===== src/rtl/mp64_tile_pkg.sv =====
// ---------------------------------------------------------------------------
// mp64_tile_pkg
// Shared definitions for the 512b tile fill path in front of mp64_sram_dp.
//   ROW_WORDS   : 64-bit lanes per 512-bit row
//   LANE_IDX_W  : width of a lane index (also the low word-address bits on
//                 port B, so lane k of a row is port-B word {row, k})
//   loader_state_e : loader FSM encoding
//   lane_select : one-hot lane decode shared with the port-B address split
// ---------------------------------------------------------------------------
package mp64_tile_pkg;

    localparam int ROW_WORDS  = 8;
    localparam int LANE_IDX_W = $clog2(ROW_WORDS);

    typedef enum logic [1:0] {
        ST_IDLE  = 2'd0,
        ST_FILL  = 2'd1,
        ST_WRITE = 2'd2,
        ST_DONE  = 2'd3
    } loader_state_e;

    // Decode a lane index into a one-hot lane strobe; lane 0 is the lowest
    // 64 bits of the row.
    function automatic logic [ROW_WORDS-1:0] lane_select(input logic [LANE_IDX_W-1:0] lane);
        logic [ROW_WORDS-1:0] sel;
        sel       = {ROW_WORDS{1'b0}};
        sel[lane] = 1'b1;
        return sel;
    endfunction

endpackage


===== src/rtl/mp64_row_packer.sv =====
// ---------------------------------------------------------------------------
// mp64_row_packer
// Packs consecutive 64-bit beats into one 512-bit row buffer.
// Ports:
//   clk, rst    : clock, synchronous active-high reset (clears index+buffer)
//   clr_i       : return the beat index to lane 0 (buffer contents kept)
//   beat_i      : a beat is accepted this cycle; data_i goes to the current lane
//   data_i      : 64-bit beat
//   last_o      : the current lane is the final lane of the row
//   row_o       : buffer with the incoming beat already merged into its lane,
//                 so the complete row is visible in the cycle of the last beat
// ---------------------------------------------------------------------------
module mp64_row_packer
    import mp64_tile_pkg::*;
#(
    parameter int DATA_W_A = 512,
    parameter int DATA_W_B = 64
) (
    input  logic                clk,
    input  logic                rst,
    input  logic                clr_i,
    input  logic                beat_i,
    input  logic [DATA_W_B-1:0] data_i,
    output logic                last_o,
    output logic [DATA_W_A-1:0] row_o
);

    localparam logic [LANE_IDX_W-1:0] LAST_LANE = LANE_IDX_W'(ROW_WORDS - 1);
    localparam logic [LANE_IDX_W-1:0] LANE_ONE  = LANE_IDX_W'(1);

    logic [LANE_IDX_W-1:0] idx_q;
    logic [DATA_W_A-1:0]   buf_q;
    logic [ROW_WORDS-1:0]  lane_sel_s;
    logic [DATA_W_A-1:0]   merged_s;

    // Overlay the incoming beat onto its lane of the stored buffer.
    always_comb begin
        lane_sel_s = lane_select(idx_q);
        merged_s   = buf_q;
        for (int i = 0; i < ROW_WORDS; i++) begin
            if (lane_sel_s[i]) begin
                merged_s[i*DATA_W_B +: DATA_W_B] = data_i;
            end else begin
                merged_s[i*DATA_W_B +: DATA_W_B] = buf_q[i*DATA_W_B +: DATA_W_B];
            end
        end
    end

    // Beat index and lane buffer; the index wraps to lane 0 after the last lane.
    always_ff @(posedge clk) begin
        if (rst) begin
            idx_q <= {LANE_IDX_W{1'b0}};
            buf_q <= {DATA_W_A{1'b0}};
        end else begin
            if (clr_i) begin
                idx_q <= {LANE_IDX_W{1'b0}};
            end else if (beat_i) begin
                idx_q <= idx_q + LANE_ONE;
            end else begin
                idx_q <= idx_q;
            end
            if (beat_i) begin
                buf_q <= merged_s;
            end else begin
                buf_q <= buf_q;
            end
        end
    end

    assign last_o = (idx_q == LAST_LANE);
    assign row_o  = merged_s;

endmodule


===== src/rtl/mp64_tile_loader.sv =====
// ---------------------------------------------------------------------------
// mp64_tile_loader
// Fill engine upstream of port A of mp64_sram_dp: accepts a (row, count)
// load command, packs 8 stream beats per row and issues one full-row write
// per packed row.
// Ports:
//   clk, rst              : clock, synchronous active-high reset
//   cmd_valid/cmd_ready   : load command handshake (ready only when idle)
//   cmd_row, cmd_count    : first destination row, rows to load (0..DEPTH_A)
//   s_valid/s_ready/s_data: 64-bit beat stream
//   abort                 : cancel current load, highest priority
//   a_ce/a_we/a_addr/a_wdata : port A row write (write-only use of port A)
//   busy                  : load in progress (FILL/WRITE/DONE)
//   done                  : one-cycle completion pulse
// ---------------------------------------------------------------------------
module mp64_tile_loader
    import mp64_tile_pkg::*;
#(
    parameter int ADDR_W_A = 4,
    parameter int DATA_W_A = 512,
    parameter int DATA_W_B = 64
) (
    input  logic                clk,
    input  logic                rst,
    input  logic                cmd_valid,
    output logic                cmd_ready,
    input  logic [ADDR_W_A-1:0] cmd_row,
    input  logic [ADDR_W_A:0]   cmd_count,
    input  logic                s_valid,
    output logic                s_ready,
    input  logic [DATA_W_B-1:0] s_data,
    input  logic                abort,
    output logic                a_ce,
    output logic                a_we,
    output logic [ADDR_W_A-1:0] a_addr,
    output logic [DATA_W_A-1:0] a_wdata,
    output logic                busy,
    output logic                done
);

    localparam logic [ADDR_W_A:0]   CNT_ZERO = {(ADDR_W_A+1){1'b0}};
    localparam logic [ADDR_W_A:0]   CNT_ONE  = (ADDR_W_A+1)'(1);
    localparam logic [ADDR_W_A-1:0] ROW_ONE  = ADDR_W_A'(1);

    loader_state_e        state_q, state_d;
    logic [ADDR_W_A-1:0]  row_q, row_d;
    logic [ADDR_W_A:0]    rem_q, rem_d;
    logic [ADDR_W_A-1:0]  a_addr_q, a_addr_d;
    logic [DATA_W_A-1:0]  a_wdata_q, a_wdata_d;

    logic                 cmd_ready_s;
    logic                 s_ready_s;
    logic                 a_ce_s;
    logic                 done_s;
    logic                 beat_s;
    logic                 last_s;
    logic [DATA_W_A-1:0]  row_full_s;

    mp64_row_packer #(
        .DATA_W_A (DATA_W_A),
        .DATA_W_B (DATA_W_B)
    ) u_packer (
        .clk    (clk),
        .rst    (rst),
        .clr_i  (state_q != ST_FILL),
        .beat_i (beat_s),
        .data_i (s_data),
        .last_o (last_s),
        .row_o  (row_full_s)
    );

    // Next-state and handshake logic; rst and abort override every state.
    always_comb begin
        state_d     = state_q;
        row_d       = row_q;
        rem_d       = rem_q;
        a_addr_d    = a_addr_q;
        a_wdata_d   = a_wdata_q;
        cmd_ready_s = 1'b0;
        s_ready_s   = 1'b0;
        a_ce_s      = 1'b0;
        done_s      = 1'b0;
        beat_s      = 1'b0;
        if (rst || abort) begin
            // Partial row discarded; ready/write/done all suppressed this cycle.
            state_d = ST_IDLE;
        end else begin
            case (state_q)
                ST_IDLE: begin
                    cmd_ready_s = 1'b1;
                    if (cmd_valid) begin
                        if (cmd_count == CNT_ZERO) begin
                            state_d = ST_DONE;
                        end else begin
                            row_d   = cmd_row;
                            rem_d   = cmd_count;
                            state_d = ST_FILL;
                        end
                    end else begin
                        state_d = ST_IDLE;
                    end
                end
                ST_FILL: begin
                    s_ready_s = 1'b1;
                    if (s_valid) begin
                        beat_s = 1'b1;
                        if (last_s) begin
                            // Capture the finished row so port A sees it
                            // registered during the WRITE cycle.
                            a_addr_d  = row_q;
                            a_wdata_d = row_full_s;
                            state_d   = ST_WRITE;
                        end else begin
                            state_d = ST_FILL;
                        end
                    end else begin
                        state_d = ST_FILL;
                    end
                end
                ST_WRITE: begin
                    a_ce_s = 1'b1;
                    row_d  = row_q + ROW_ONE;
                    rem_d  = rem_q - CNT_ONE;
                    if (rem_q == CNT_ONE) begin
                        state_d = ST_DONE;
                    end else begin
                        state_d = ST_FILL;
                    end
                end
                ST_DONE: begin
                    done_s  = 1'b1;
                    state_d = ST_IDLE;
                end
                default: begin
                    state_d = ST_IDLE;
                end
            endcase
        end
    end

    // State, load bookkeeping and registered port A address/data.
    always_ff @(posedge clk) begin
        if (rst) begin
            state_q   <= ST_IDLE;
            row_q     <= {ADDR_W_A{1'b0}};
            rem_q     <= CNT_ZERO;
            a_addr_q  <= {ADDR_W_A{1'b0}};
            a_wdata_q <= {DATA_W_A{1'b0}};
        end else begin
            state_q   <= state_d;
            row_q     <= row_d;
            rem_q     <= rem_d;
            a_addr_q  <= a_addr_d;
            a_wdata_q <= a_wdata_d;
        end
    end

    assign cmd_ready = cmd_ready_s;
    assign s_ready   = s_ready_s;
    assign a_ce      = a_ce_s;
    assign a_we      = a_ce_s;
    assign a_addr    = a_addr_q;
    assign a_wdata   = a_wdata_q;
    assign done      = done_s;
    assign busy      = (state_q != ST_IDLE) && !rst;

endmodule


===== config.mk =====
export PLATFORM = sky130hd
export DESIGN_NAME = mp64_tile_loader
export DESIGN_NICKNAME = d
export VERILOG_FILES = /design/src/rtl/mp64_tile_pkg.sv /design/src/rtl/mp64_row_packer.sv /design/src/rtl/mp64_tile_loader.sv
export SDC_FILE = /design/constraint.sdc
export NUM_CORES = 2
export LEC_CHECK = 0
export CORE_ASPECT_RATIO = 0.6
export CORE_MARGIN = 2
export CORE_UTILIZATION = 50
export CTS_BUF_LIST = sky130_fd_sc_hd__clkbuf_16
export CTS_CLUSTER_DIAMETER = 120
export CTS_CLUSTER_SIZE = 8
export DETAILED_ROUTE_END_ITERATION = 6
export GPL_TIMING_DRIVEN = 0
export PLACE_DENSITY_LB_ADDON = 0.05
export SLEW_MARGIN = 20
export SYNTH_ARGS = -nofsm -noshare
export SYNTH_HDL_FRONTEND = slang
export SYNTH_HIERARCHICAL = 1
export SYNTH_SLANG_ARGS = --single-unit

===== constraint.sdc =====
create_clock -name clk -period 3.1 [get_ports clk]
set_input_delay 0.465 -clock clk [delete_from_list [all_inputs] [get_ports clk]]
set_output_delay 0.465 -clock clk [all_outputs]
set_load 0.005 [all_outputs]

* Yosys cells after proc, flatten, opt, wreduce, memory -nomap -nowiden
Cells that the tools add are included.
Word-level totals: flip-flop bits (word level) 1042, input bits 78, word-level logic and storage cells 66
Cells by class: add/subtract/negate cells 3, magnitude comparators 2, equality and inequality tests 8, multiplexer cells 33, bitwise logic cells 1, reductions and logical operators 12
Operators by type and width (number):
- two-way mux 64 bit | 8
- two-way mux 1 bit | 12
- two-way mux 2 bit | 5
- two-way mux 5 bit | 2
- one-hot mux 5 bit (2 select lines) | 1
- two-way mux 4 bit | 2
- one-hot mux 2 bit (4 select lines) | 1
- one-hot mux 4 bit (2 select lines) | 1
- AND reduction 4 bit | 2
- equality test 5 x 1 -> 1 bit, second input constant | 1
- logical NOT 5 bit | 1
- subtractor 5 x 1 -> 5 bit, second input constant | 1
- adder 4 x 1 -> 4 bit, second input constant | 1
- equality test 2 bit, second input constant | 2
- less-than comparator 3 x 4 -> 1 bit, second input constant | 1
- != test 2 bit, second input constant | 2
- nonzero test 2 bit | 2
- OR reduction 2 bit | 2
- adder 3 x 1 -> 3 bit, second input constant | 1
- demux 1 bit (select 3 bit) | 1
- equality test 3 bit, second input constant | 1
- >= comparator 3 x 1 -> 1 bit, second input constant | 1
- equality test 2 x 1 -> 1 bit, second input constant | 1
- logical AND 1 bit | 2
- other kinds (5) | 5

* Logic depth before layout (Yosys ltp)
word-level depth 5, depth in mapped cells 9, gate-level depth less buffers 6

* Cells and area by module
The synthesis kept the hierarchy.
By module, submodules not included:
- mp64_row_packer | instances 1, cells each 2386, area an instance 26211.4 sq um, sequential area each 10309.9 sq um
- mp64_tile_loader | instances 1, cells each 2334, area an instance 18275.0 sq um, sequential area each 10550.1 sq um

* Worst setup path after synthesis
OpenSTA, ideal clock, no wires.
path type input -> register, from input port rst, to register u_packer.buf_q[132], library setup time 0.072 ns, arrival 2.099 ns, required time 3.028 ns, path slack 0.930 ns, cell stages on the path 8, buffers on the path 4, path through clkbuf_1 nor2_1 and3_1 buf_2 nand4bb_1 clkbuf_1 buf_2 mux2i_1
On the way: cells in the longest elaborated chain, start to end 2
RTL lines:
- from (decl) | RTL line mp64_tile_loader.sv:24 | input logic rst,
- logical OR 1 bit | RTL line mp64_tile_loader.sv:84 | if (rst || abort) begin
- two-way mux 1 bit | RTL line mp64_tile_loader.sv:84
- net beat_s | RTL line mp64_tile_loader.sv:55 | logic beat_s;
- to (signal assigned) | RTL line mp64_row_packer.sv:53 | buf_q <= {DATA_W_A{1'b0}};
- to (signal assigned) | RTL line mp64_row_packer.sv:63 | buf_q <= merged_s;
- to (signal assigned) | RTL line mp64_row_packer.sv:65 | buf_q <= buf_q;
- to (decl) | RTL line mp64_row_packer.sv:32 | logic [DATA_W_A-1:0] buf_q;
The timed path passes the listed nets, and every way through them passes these cells. A chain may end at the register's enable or synchronous reset.

* Worst setup path in the final report
from register state_q[0], to output port a_we
On the way: cells in the longest elaborated chain, start to end 3
RTL lines:
- from (decl) | RTL line mp64_tile_loader.sv:45 | loader_state_e state_q, state_d;
- from (signal assigned) | RTL line mp64_tile_loader.sv:150 | state_q <= state_d;
- equality test 2 bit | RTL line mp64_tile_loader.sv:88 | case (state_q)
- two-way mux 1 bit | RTL line mp64_tile_loader.sv:88
- two-way mux 1 bit | RTL line mp64_tile_loader.sv:84
- to (decl) | RTL line mp64_tile_loader.sv:34 | output logic a_we,
No other way between the ends.

==> metrics.txt <==
outcome finished clean; Lkg Pwr ~23 nW; Via Count 36,601; final hold viol count 0; total CTS buffers 148; Pint 22.5 mW; Avg WL per Cell 24.5 um; CTS tree done; Post-DP Area 0.0520 mm^2; # IOs 600; Placer Congestion 0.923; RSZ-0062 raised after global routing no; finished layout cell area 0.0560 mm^2; register area ~0.021 mm^2; number of flops mapped to enable cells by yosys 0; Unique masters post-synth 46; Hold Buf Count CTS 0; First-pass DRT Iterations 5; CP required 2.63 ns; measured slew at the worst slew-check pin 1.18 ns; synthesized cell area 0.0445 mm^2; FF-to-FF setup slack 0.29 ns; Max IR drop VDD 0.000420 V; Post-DRT Antenna Nets 0; placed cells 6,480; total gr overflow 0; startpoint types register; Core Region 0.0879 mm^2; CTS clock-pin slew for the worst setup and hold paths ~0.05 ns; largest net degree at the start of global routing 17; Yosys warnings 6; Starting Density 0.506; post-synth top area cell dfxtp_1; share of layout cells above drive strength 1 0.165; Synth Instances 4,720; Clk pwr share 0.501; crit path max fanout 10; Setup crit end kind output pin; switching share of power 0.229; drt initial violations 2,969; Design Power 29.1 mW; fmax 337 MHz; routed vias/inst 5.51; skew final 0.0224 ns; cells taking the most area after synthesis dfxtp_1, mux2_2, mux2i_1, nand2_1, nand2b_1; CP Launch Point state_q[0]$_SDFF_PP0_; DRC Markers 0; H-tree Lvls 4; synthesized flop and latch total approximately 1,000; fill count 7,401; Pwr Density 520 mW/mm^2; layout net count between 5,000 and 6,000; Rows 84; final wirelength 163,000 um; NetSw approximately 6.7 mW; asr flop ratio synth 0; first-pass GRT wire length 237,000 um; most common cell after layout, fill and taps aside dfxtp_1; part of the cycle the worst path needs 0.956; Flop pwr share 0.461; fin crit period 2.96 ns; post-synth net total 4,803; Final setup viols 0; initial antenna violation count 8; die width 389 um; DIE AREA 0.0915 mm^2; Root Buffer clkbuf_16; register area share after synthesis 0.469; max cap viols 0; Critical Path AT 2.50 ns; combinational share of power 0.038; GRT Total Usage 0.348; final worst setup slack 0.136 ns; Clock Path Buffers 3; crit path kind reg2out; die height approximately 240 um; area taken by multi-input logic gates ~0.022 mm^2; fin cells 6,648; Hold Path Class in2reg; hold path startpoint rst; Main synth FF type dfxtp_1; Slew HR 0.214; most frequent cells in the layout dfxtp_1, nand2_1, clkdlybuf4s50_1, nand2b_1, a21oi_1; synthesis-to-layout area growth 25.9%; Slew Viols, Final 0; clock sinks 1,042; dpl hpwl around 120,000 um; clock insertion delay at the later pin of the skew report around 0.74 ns; buffers added on ports 598; syn_area_per_cell 9.43 um^2; post-synth top area share 0.469; pre-CTS setup slack -0.423 ns; vias in the first global route between 30,000 and 40,000; setup TNS 0 ns; reg2reg start state_q[0]$_SDFF_PP0_
## final timing paths
path / depth (start not counted) / endpoint
max: 6 / a_we
min: 3 / state_q[1]$_SDFF_PP0_
max reg2reg: 8 / a_wdata[367]$_SDFFE_PP0P_
min reg2reg: 2 / a_wdata[447]$_SDFFE_PP0P_
## stage by stage
step | util | hold WS, ns
6_report | 0.637 | 0.377
3_3_place_gp | 0.591 | 0.442
5_1_grt | 0.637 | 0.421
2_1_floorplan | - | 0.445
4_1_cts | 0.637 | 0.309
3_5_place_dp | 0.591 | 0.446
## cells in the mapped netlist, types with 5 or more instances
library cell / number
buf_6: 7
ha_1: 5
buf_2: 175
mux2i_1: 515
nor2_1: 9
nand2b_1: 577
buf_4: 22
nand2_1: 1040
buf_1: 42
mux2_1: 5
a21oi_1: 524
mux2_2: 507
dfxtp_1: 1042
clkbuf_1: 177
nor3_1: 10
inv_1: 10
## layout make-up
| class | count | area share |
|---|---|---|
| sequential | 1042 | 0.372 |
| antenna | 4 | 0.000179 |
| clock inverter | 10 | 0.00210 |
| tap | 1161 | 0.0259 |
| buffer | 422 | 0.0351 |
| multi-input combinational | 3244 | 0.387 |
| inverter | 11 | 0.000737 |
| clock buffer | 154 | 0.0688 |
| timing repair buffer | 600 | 0.108 |
## per-layer routing
layer  global-route usage  up-vias  routed length (um)
met5                    0        -                  12
met4                0.118        2                4750
met3               0.0786      220               13500
met2                0.510     1351               68800
met1                0.501    17901               75600
li1                     -    17127                   -
## repair_timing
item                                    4_1_cts  5_1_grt
resized for setup                             9        7
endpoints found under the setup margin        4        3
setup buffers                                 1        0
pin swaps                                     1        0
## sequential cells by signal, indices dropped and copies added (netlist names)
signal / cells
a_wdata: 512
u_packer/buf_q: 512
rem_q: 5
a_addr: 4
row_q: 4
u_packer/idx_q: 3
state_q: 2
## logic make-up (layout without fill, tap and decap cells)
kind of cell | after synthesis | after routing | share of synthesized area
simple gates | 1666 | 1666 | 0.177
compound gates | 545 | 545 | 0.0627
buf+inv | 434 | 1197 | 0.0446
mux | 1027 | 1027 | 0.245
other cells | 0 | 4 | 0
fa+ha+maj | 5 | 5 | 0.00141
xor+xnor | 1 | 1 | 0.000197
flops | 1042 | 1042 | 0.469
## critical path: stages, from the launching register on
cell,delay [ns]
dfxtp_1,0.39
nand2b_4,0.22
clkbuf_8,0.18
nor3_4,0.23
buf_12,0.16
buf_4,0.10
clkdlybuf4s50_1,0.49
## power groups by stage
| stage | logic [mW] | clock network, mW | registers [mW] |
|---|---|---|---|
| 2_1_floorplan | 0.465 | 0 | 13.7 |
| 3_3_place_gp | 1.05 | 0 | 13.7 |
| 3_5_place_dp | 1.05 | 0 | 13.7 |
| 4_1_cts | 1.06 | 14.7 | 13.4 |
| 5_1_grt | 1.13 | 15.3 | 13.4 |
| 6_report | 1.10 | 14.6 | 13.4 |
Power figures use the tool's default switching activity.
